===== src/rtl/dbus_pkg.sv =====
// ---------------------------------------------------------------------------
// dbus_pkg
// Shared definitions for the CPU data-bus bridge with posted-write buffer:
//   - state_t     : bridge FSM states
//   - SZ_*        : sram-like transfer size encodings
//   - ENTRY_W     : write-buffer entry width {addr[31:0], size[1:0], data[31:0]}
//   - be_decode() : byte-enable pattern to {size, byte offset}
// ---------------------------------------------------------------------------
package dbus_pkg;

    typedef enum logic [2:0] {
        S_IDLE,
        S_WREQ,
        S_WRESP,
        S_RREQ,
        S_RRESP,
        S_RHOLD
    } state_t;

    localparam logic [1:0] SZ_BYTE = 2'd0;
    localparam logic [1:0] SZ_HALF = 2'd1;
    localparam logic [1:0] SZ_WORD = 2'd2;

    localparam int ENTRY_W = 32 + 32 + 2;

    typedef struct packed {
        logic [1:0] size;
        logic [1:0] offset;
    } be_dec_t;

    // Single lanes become byte accesses, aligned lane pairs become halfwords,
    // anything else is issued as a full word.
    function automatic be_dec_t be_decode(input logic [3:0] be);
        be_dec_t d;
        d.size   = SZ_WORD;
        d.offset = 2'd0;
        case (be)
            4'b0001: begin d.size = SZ_BYTE; d.offset = 2'd0; end
            4'b0010: begin d.size = SZ_BYTE; d.offset = 2'd1; end
            4'b0100: begin d.size = SZ_BYTE; d.offset = 2'd2; end
            4'b1000: begin d.size = SZ_BYTE; d.offset = 2'd3; end
            4'b0011: begin d.size = SZ_HALF; d.offset = 2'd0; end
            4'b1100: begin d.size = SZ_HALF; d.offset = 2'd2; end
            default: begin d.size = SZ_WORD; d.offset = 2'd0; end
        endcase
        return d;
    endfunction

endpackage


===== src/rtl/dbus_sram_wbuf_if.sv =====
// ---------------------------------------------------------------------------
// dbus_sram_wbuf_if
// sram-like data interface between the bridge (master) and the
// sram-like-to-AXI converter (slave).
//   data_req/data_wr/data_size/data_addr/data_wdata : master -> slave
//   data_rdata/data_addr_ok/data_data_ok            : slave  -> master
// ---------------------------------------------------------------------------
interface dbus_sram_wbuf_if;

    logic        data_req;
    logic        data_wr;
    logic [1:0]  data_size;
    logic [31:0] data_addr;
    logic [31:0] data_wdata;
    logic [31:0] data_rdata;
    logic        data_addr_ok;
    logic        data_data_ok;

    modport master (
        output data_req, data_wr, data_size, data_addr, data_wdata,
        input  data_rdata, data_addr_ok, data_data_ok
    );

    modport slave (
        input  data_req, data_wr, data_size, data_addr, data_wdata,
        output data_rdata, data_addr_ok, data_data_ok
    );

endinterface


===== src/rtl/dbus_wbuf_fifo.sv =====
// ---------------------------------------------------------------------------
// dbus_wbuf_fifo
// Synchronous FIFO holding posted stores.
//   clock, reset     : clock, synchronous active-low reset
//   push, push_data  : write an entry (ignored when full)
//   pop              : drop the head entry (ignored when empty)
//   full, empty      : occupancy status
//   head             : oldest entry, valid while !empty
// Pointers carry one extra wrap bit so full and empty are distinguishable.
// ---------------------------------------------------------------------------
module dbus_wbuf_fifo #(
    parameter int DEPTH = 4,
    parameter int WIDTH = 66
) (
    input  logic             clock,
    input  logic             reset,
    input  logic             push,
    input  logic [WIDTH-1:0] push_data,
    input  logic             pop,
    output logic             full,
    output logic             empty,
    output logic [WIDTH-1:0] head
);

    localparam int AW = $clog2(DEPTH);
    localparam logic [AW:0] PTR_ONE = 1;

    logic [AW:0]      wr_ptr;
    logic [AW:0]      rd_ptr;
    logic [WIDTH-1:0] mem [DEPTH];

    always_ff @(posedge clock) begin
        if (!reset) begin
            wr_ptr <= '0;
            rd_ptr <= '0;
        end else begin
            if (push && !full) begin
                wr_ptr <= wr_ptr + PTR_ONE;
            end
            if (pop && !empty) begin
                rd_ptr <= rd_ptr + PTR_ONE;
            end
        end
    end

    // Storage needs no reset; only entries between the pointers are read.
    always_ff @(posedge clock) begin
        if (push && !full) begin
            mem[wr_ptr[AW-1:0]] <= push_data;
        end
    end

    assign empty = (wr_ptr == rd_ptr);
    assign full  = (wr_ptr[AW] != rd_ptr[AW]) && (wr_ptr[AW-1:0] == rd_ptr[AW-1:0]);
    assign head  = mem[rd_ptr[AW-1:0]];

endmodule


===== src/rtl/dbus_sram_wbuf.sv =====
// ---------------------------------------------------------------------------
// dbus_sram_wbuf
// MEM-stage data-bus bridge to the sram-like interface with a posted-write
// buffer. Stores retire into the buffer; loads wait until the buffer has
// drained, then issue. One bus transaction is outstanding at a time.
//   clock, reset      : clock, synchronous active-low reset
//   stall_i, flush_i  : pipeline hold vector and flush
//   cpu_*_i           : MEM-stage access (ce, we, addr, data, byteenable)
//   cpu_data_o        : load result, 0 when no result is presented
//   stallreq          : bridge asks the pipeline to hold
//   wbuf_empty_o      : no buffered store and no write on the bus
//   bus               : sram-like master port
// ---------------------------------------------------------------------------
module dbus_sram_wbuf
    import dbus_pkg::*;
#(
    parameter int WBUF_DEPTH = 4,
    parameter int STALL_W    = 5
) (
    input  logic               clock,
    input  logic               reset,
    input  logic [STALL_W-1:0] stall_i,
    input  logic               flush_i,
    input  logic               cpu_ce_i,
    input  logic               cpu_we_i,
    input  logic [31:0]        cpu_addr_i,
    input  logic [31:0]        cpu_data_i,
    input  logic [3:0]         cpu_byteenable_i,
    output logic [31:0]        cpu_data_o,
    output logic               stallreq,
    output logic               wbuf_empty_o,
    dbus_sram_wbuf_if.master   bus
);

    state_t state, state_n;

    logic        req_q, req_n;
    logic        wr_q, wr_n;
    logic [1:0]  size_q, size_n;
    logic [31:0] addr_q, addr_n;
    logic [31:0] wdata_q, wdata_n;
    logic        wr_taken;
    logic        rd_kill, rd_kill_n;
    logic [31:0] rd_buf;

    logic               stall_any;
    logic               store_req;
    logic               load_req;
    logic               push;
    logic               pop;
    logic               fifo_full;
    logic               fifo_empty;
    logic [ENTRY_W-1:0] fifo_head;
    logic [ENTRY_W-1:0] push_entry;
    be_dec_t            dec;
    logic [31:0]        cpu_bus_addr;
    logic               rd_complete;
    logic               rd_done;

    assign stall_any    = |stall_i;
    assign store_req    = cpu_ce_i & cpu_we_i & ~flush_i;
    assign load_req     = cpu_ce_i & ~cpu_we_i & ~flush_i;
    assign dec          = be_decode(cpu_byteenable_i);
    assign cpu_bus_addr = cpu_addr_i + {30'd0, dec.offset};
    assign push_entry   = {cpu_bus_addr, dec.size, cpu_data_i};

    // wr_taken blocks a second push of the same store while another stage
    // holds the pipeline.
    assign push = reset & store_req & ~fifo_full & ~wr_taken;

    dbus_wbuf_fifo #(
        .DEPTH (WBUF_DEPTH),
        .WIDTH (ENTRY_W)
    ) u_fifo (
        .clock     (clock),
        .reset     (reset),
        .push      (push),
        .push_data (push_entry),
        .pop       (pop),
        .full      (fifo_full),
        .empty     (fifo_empty),
        .head      (fifo_head)
    );

    always_comb begin
        state_n     = state;
        req_n       = req_q;
        wr_n        = wr_q;
        size_n      = size_q;
        addr_n      = addr_q;
        wdata_n     = wdata_q;
        pop         = 1'b0;
        rd_complete = 1'b0;
        rd_done     = 1'b0;
        // A flush while our read is on the bus marks its data as unwanted.
        rd_kill_n   = rd_kill | (flush_i & ((state == S_RREQ) | (state == S_RRESP)));

        case (state)
            S_IDLE: begin
                rd_kill_n = 1'b0;
                if (!fifo_empty) begin
                    state_n = S_WREQ;
                    req_n   = 1'b1;
                    wr_n    = 1'b1;
                    addr_n  = fifo_head[65:34];
                    size_n  = fifo_head[33:32];
                    wdata_n = fifo_head[31:0];
                end else if (load_req) begin
                    state_n = S_RREQ;
                    req_n   = 1'b1;
                    wr_n    = 1'b0;
                    addr_n  = cpu_bus_addr;
                    size_n  = dec.size;
                    wdata_n = 32'd0;
                end
            end
            S_WREQ: begin
                if (bus.data_addr_ok) begin
                    req_n = 1'b0;
                    wr_n  = 1'b0;
                    if (bus.data_data_ok) begin
                        pop     = 1'b1;
                        state_n = S_IDLE;
                    end else begin
                        state_n = S_WRESP;
                    end
                end
            end
            S_WRESP: begin
                if (bus.data_data_ok) begin
                    pop     = 1'b1;
                    state_n = S_IDLE;
                end
            end
            S_RREQ: begin
                if (bus.data_addr_ok) begin
                    req_n = 1'b0;
                    wr_n  = 1'b0;
                    if (bus.data_data_ok) begin
                        rd_complete = 1'b1;
                    end else begin
                        state_n = S_RRESP;
                    end
                end
            end
            S_RRESP: begin
                if (bus.data_data_ok) begin
                    rd_complete = 1'b1;
                end
            end
            S_RHOLD: begin
                if (!stall_any) begin
                    state_n = S_IDLE;
                end
            end
            default: begin
                state_n = S_IDLE;
            end
        endcase

        // A discarded read returns straight to idle and never presents data.
        if (rd_complete) begin
            if (load_req && !rd_kill_n) begin
                rd_done = 1'b1;
                state_n = stall_any ? S_RHOLD : S_IDLE;
            end else begin
                state_n = S_IDLE;
            end
        end
    end

    always_ff @(posedge clock) begin
        if (!reset) begin
            state    <= S_IDLE;
            req_q    <= 1'b0;
            wr_q     <= 1'b0;
            size_q   <= 2'd0;
            addr_q   <= 32'd0;
            wdata_q  <= 32'd0;
            wr_taken <= 1'b0;
            rd_kill  <= 1'b0;
            rd_buf   <= 32'd0;
        end else begin
            state    <= state_n;
            req_q    <= req_n;
            wr_q     <= wr_n;
            size_q   <= size_n;
            addr_q   <= addr_n;
            wdata_q  <= wdata_n;
            wr_taken <= (push | wr_taken) & stall_any;
            rd_kill  <= rd_kill_n;
            if (rd_done) begin
                rd_buf <= bus.data_rdata;
            end
        end
    end

    always_comb begin
        stallreq   = 1'b0;
        cpu_data_o = 32'd0;
        if (reset) begin
            stallreq = (load_req & ~(rd_done | (state == S_RHOLD)))
                     | (store_req & fifo_full & ~wr_taken);
            if (rd_done) begin
                cpu_data_o = bus.data_rdata;
            end else if (state == S_RHOLD) begin
                cpu_data_o = rd_buf;
            end
        end
    end

    assign wbuf_empty_o = fifo_empty & (state != S_WREQ) & (state != S_WRESP);

    assign bus.data_req   = req_q;
    assign bus.data_wr    = wr_q;
    assign bus.data_size  = size_q;
    assign bus.data_addr  = addr_q;
    assign bus.data_wdata = wdata_q;

endmodule

===== src/flat_wrapper.sv =====
// flat-port wrapper written by rule: the top's interface ports become plain ports
module dbus_sram_wbuf_flat import dbus_pkg::*;
#(
    parameter int WBUF_DEPTH = 4,
    parameter int STALL_W    = 5
)
  (clock, reset, stall_i, flush_i, cpu_ce_i, cpu_we_i, cpu_addr_i, cpu_data_i, cpu_byteenable_i, cpu_data_o, stallreq, wbuf_empty_o, bus_data_req, bus_data_wr, bus_data_size, bus_data_addr, bus_data_wdata, bus_data_rdata, bus_data_addr_ok, bus_data_data_ok);
  dbus_sram_wbuf_if bus_i ();
  input  logic clock;
  input  logic reset;
  input  logic [STALL_W-1:0] stall_i;
  input  logic flush_i;
  input  logic cpu_ce_i;
  input  logic cpu_we_i;
  input  logic [31:0] cpu_addr_i;
  input  logic [31:0] cpu_data_i;
  input  logic [3:0] cpu_byteenable_i;
  output logic [31:0] cpu_data_o;
  output logic stallreq;
  output logic wbuf_empty_o;
  output wire logic [$bits(bus_i.data_req)-1:0] bus_data_req;
  output wire logic [$bits(bus_i.data_wr)-1:0] bus_data_wr;
  output wire logic [$bits(bus_i.data_size)-1:0] bus_data_size;
  output wire logic [$bits(bus_i.data_addr)-1:0] bus_data_addr;
  output wire logic [$bits(bus_i.data_wdata)-1:0] bus_data_wdata;
  input wire logic [$bits(bus_i.data_rdata)-1:0] bus_data_rdata;
  input wire logic [$bits(bus_i.data_addr_ok)-1:0] bus_data_addr_ok;
  input wire logic [$bits(bus_i.data_data_ok)-1:0] bus_data_data_ok;
  assign bus_data_req = bus_i.data_req;
  assign bus_data_wr = bus_i.data_wr;
  assign bus_data_size = bus_i.data_size;
  assign bus_data_addr = bus_i.data_addr;
  assign bus_data_wdata = bus_i.data_wdata;
  assign bus_i.data_rdata = bus_data_rdata;
  assign bus_i.data_addr_ok = bus_data_addr_ok;
  assign bus_i.data_data_ok = bus_data_data_ok;
  dbus_sram_wbuf #(.WBUF_DEPTH(WBUF_DEPTH), .STALL_W(STALL_W)) u_core (.clock(clock), .reset(reset), .stall_i(stall_i), .flush_i(flush_i), .cpu_ce_i(cpu_ce_i), .cpu_we_i(cpu_we_i), .cpu_addr_i(cpu_addr_i), .cpu_data_i(cpu_data_i), .cpu_byteenable_i(cpu_byteenable_i), .cpu_data_o(cpu_data_o), .stallreq(stallreq), .wbuf_empty_o(wbuf_empty_o), .bus(bus_i));
endmodule

===== config.mk =====
export PLATFORM = sky130hd
export DESIGN_NAME = dbus_sram_wbuf_flat
export DESIGN_NICKNAME = d
export VERILOG_FILES = /design/src/rtl/dbus_pkg.sv /design/src/rtl/dbus_sram_wbuf_if.sv /design/src/rtl/dbus_wbuf_fifo.sv /design/src/rtl/dbus_sram_wbuf.sv /design/src/flat_wrapper.sv
export SDC_FILE = /design/constraint.sdc
export NUM_CORES = 1
export LEC_CHECK = 0
export CAP_MARGIN = 20
export CORE_UTILIZATION = 44
export CTS_BUF_LIST = sky130_fd_sc_hd__clkbuf_8 sky130_fd_sc_hd__clkbuf_16
export CTS_CLUSTER_DIAMETER = 120
export CTS_CLUSTER_SIZE = 40
export DETAILED_ROUTE_END_ITERATION = 16
export PLACE_DENSITY = 0.64
export SKIP_LAST_GASP = 1
export SLEW_MARGIN = 10
export SYNTH_ARGS = -nofsm -noshare
export SYNTH_HDL_FRONTEND = slang
export SYNTH_SLANG_ARGS = --single-unit

===== constraint.sdc =====
create_clock -name clock -period 5.05 [get_ports clock]
set_input_delay 1.01 -clock clock [delete_from_list [all_inputs] [get_ports clock]]
set_output_delay 1.01 -clock clock [all_outputs]
set_load 0.1 [all_outputs]

==> metrics.yaml <==
setup_path:
  critPathCaptureType: "primary output"
  cp_max_fo: 32
  critPathSlowestCell: "clkdlybuf4s50_1"
  path_class: "in -> out"
  cp-start-kind: "input pin"
  cp_cell_sequence: "clkdlybuf4s50_1 > a32oi_1 > nor4b_2 > and2_1 > buf_4 > nand2_1 > a21oi_1 > buf_12"
  arrival_ns: 3.23
  crit_required_ns: 4.04
  r2r_cells: 5
  cp_slowest_stage_delay_ns: 0.59
placed_design:
  dp_hpwl_um: 21500
  placed_cells: 1679
  gp_congestion: 0.782
  port_buffers: 213
logic_synthesis:
  synth_compound_area_share_pct: 8.35
  yosysMostFrequentCell: "edfxtp_1"
  synth_area_um2: 15100
  synth-main-ff-cell: "edfxtp_1"
  syn_inst: 1061
  synthTopCellsByCount: "edfxtp_1, nand2_1, dfxtp_1"
  async_flop_share_pct: 0
  synth_fa_ha_area_share_pct: 0.712
  synth_top_area_share_pct: 52.5
  yosys_warnings: 0
  seq_area_frac_synth_pct: 67.5
  syn_nets: 1181
  synth-edff-count: 264
  synth_top_family_by_area: "multiplexers"
  synthXorXnorAreaFrac_pct: 2.32
  synth_cell_types: 57
  synth-simple-area-share_pct: 8.85
  synth_area_leaders: "edfxtp_1, dfxtp_1, mux4_2, nand2_1, a21oi_1"
  ys_ff_latch: 377
  avgSynthCellArea_um2: 14.2
  synthMuxAreaShare_pct: 10.1
  yosys.area.top_type: "edfxtp_1"
cts:
  cts_hold_buf: 0
  cts_setup_buffers: 0
  cts_tree: "built"
  cts.path.max_buffers: 3
  cts_resized: 0
  cts_root_buf: "clkbuf_16"
  clkSinkCount: 377
  numCtsBuffers: 13
  clk_pin_slew_ns: 0.14
  clk_latency_ns: 0.54
  h-tree-depth: 1
floorplanning:
  initial_utilization_pct: 44.9
  rows: 67
  die_area_um2: 35100
  die_y_um: 187
  core_area_um2: 33600
  io_pins: 214
  die_w_um: 187
timing:
  fin_crit_sh_pct: 84.0
  finalSetupViolations: 0
  tightest_slew_ns: 1.06
  rsz0062_at_grt: "no"
  finalClockSkew_ns: 0.0320
  report.final.slew_viol_count: 0
  fmax_ghz: 0.236
  relSlewSlack_pct: 29.3
  hold_violations: 0
  fin_tns_setup_ns: 0
  fin_crit_ns: 4.24
route:
  vias: 9281
  vias_per_cell: 5.44
  drt-initial-drc-count: 726
  ant_nets: 0
  dr.pass1.iters: 5
  drc: 0
  routed_wl_um: 34800
  wl_per_cell_um: 20.4
grt:
  grt_overflow: 0
  antenna_found_initial: 4
  track_usage_pct: 19.7
  grt_pass1_wl_um: 53500
  grt_pass1_vias: 9291
  grt_max_degree: 80
finish:
  fin_util_pct: 54.9
  syn2layout_area_growth_pct: 22.2
  fill_cells: 2767
  fin_cells: 1706
  multi_input_area_um2: 4610
  ff_latch_area_um2: 10200
  drive_gt1_share_pct: 13.7
  nets: 1366
hold_path:
  hold_depth: 2
  hold_path_class: "reg -> reg"
power:
  power_density_nw_per_um2: 336
  leakagePower_nw: 5.91
  max-vdd-ir-drop_v: 0.000252
run:
  cap_violations: 0
outcome:
  status: "complete, no violations"
[worst max-delay path, delay by kind of cell]
kind / cells / cell delay, ns
AND/OR/NAND/NOR: 3 / 0.64
buffers and inverters: 3 / 1.13
AO/OA/AOI/OAI: 2 / 0.42
[cell type report]
cell class / instances / share of cell area [%]
diodes: 5 / 0.0678
multi-input cells: 607 / 25.0
clock buffers: 13 / 1.76
flip-flops and latches: 377 / 55.2
clock inverters: 9 / 0.352
inverters: 13 / 0.278
repair buffers: 234 / 14.3
well taps: 448 / 3.04
[cells in the final DEF (no fill, tap or decap), types with 20 or more instances in the layout]
cell             netlist  layout
dfxtp_1              113     111
nand2_1              150     150
a21oi_1              111     111
edfxtp_1             264     264
buf_12                 0      35
o21ai_0               22      22
clkdlybuf4s50_1        0     179
mux4_2                66      66
a22oi_1               33      33
nor2_1                67      67
xnor2_1               27      27
buf_4                  0      20
[state kept, by name, indices dropped and copies added (netlist names), named ones only]
signal                 count
u_core.bus.data_addr      32
u_core.rd_kill             1
u_core.bus.data_req        1
u_core.rd_buf             32
u_core.bus.data_wr         1
u_core.bus.data_wdata     32
u_core.bus.data_size       2
u_core.u_fifo.wr_ptr       3
u_core.u_fifo.rd_ptr       3
u_core.u_fifo.mem        264
u_core.state               3
u_core.wr_taken            1
[cell families after synthesis]
logic type,after synthesis
flip-flops,377
AND/OR/NAND/NOR,290
AO/OA/AOI/OAI,199
buffers and inverters,77
multiplexers,70
XOR/XNOR,40
adder cells (fa/ha/maj),8
[through the flow]
stage | hold slack (ns) | total power, mW | area [um2] | worst slack, ns
3_3_place_gp | 0.441 | 4.86 | 18100 | 0.789
2_1_floorplan | 0.437 | 4.47 | 15100 | 0.627
5_1_grt | 0.480 | 6.44 | 18500 | 0.624
4_1_cts | 0.466 | 6.26 | 18500 | 0.831
6_report | 0.464 | 6.20 | 18500 | 0.810
3_5_place_dp | 0.447 | 4.87 | 18100 | 0.729
[routing by layer]
metal	track usage, %	routed length (um)	vias up
li1	-	-	4348
met5	0	0	-
met2	33.1	16900	242
met3	4.56	2430	22
met4	3.09	409	0
met1	26.6	15200	4669
[path summary, 6_finish.rpt]
| check | endpoint | start | slack (ns) |
|---|---|---|---|
| worst max-delay path | cpu_data_o[22] | bus_data_addr_ok | 0.81 |
| worst min-delay path | u_core.rd_buf[29] | u_core.rd_buf[29] | 0.46 |
| worst max register to register | u_core.u_fifo.mem[1][56] | u_core.u_fifo.wr_ptr[1] | 2.51 |
| worst min register to register | u_core.rd_buf[29] | u_core.rd_buf[29] | 0.46 |
[report_power, final]
part	internal, mW	switching, mW
Combinational	0.373	0.937
Sequential	3.40	0.0910
Clock	0.496	0.910
Total	4.27	1.94
(Power assumes the default switching activity.)
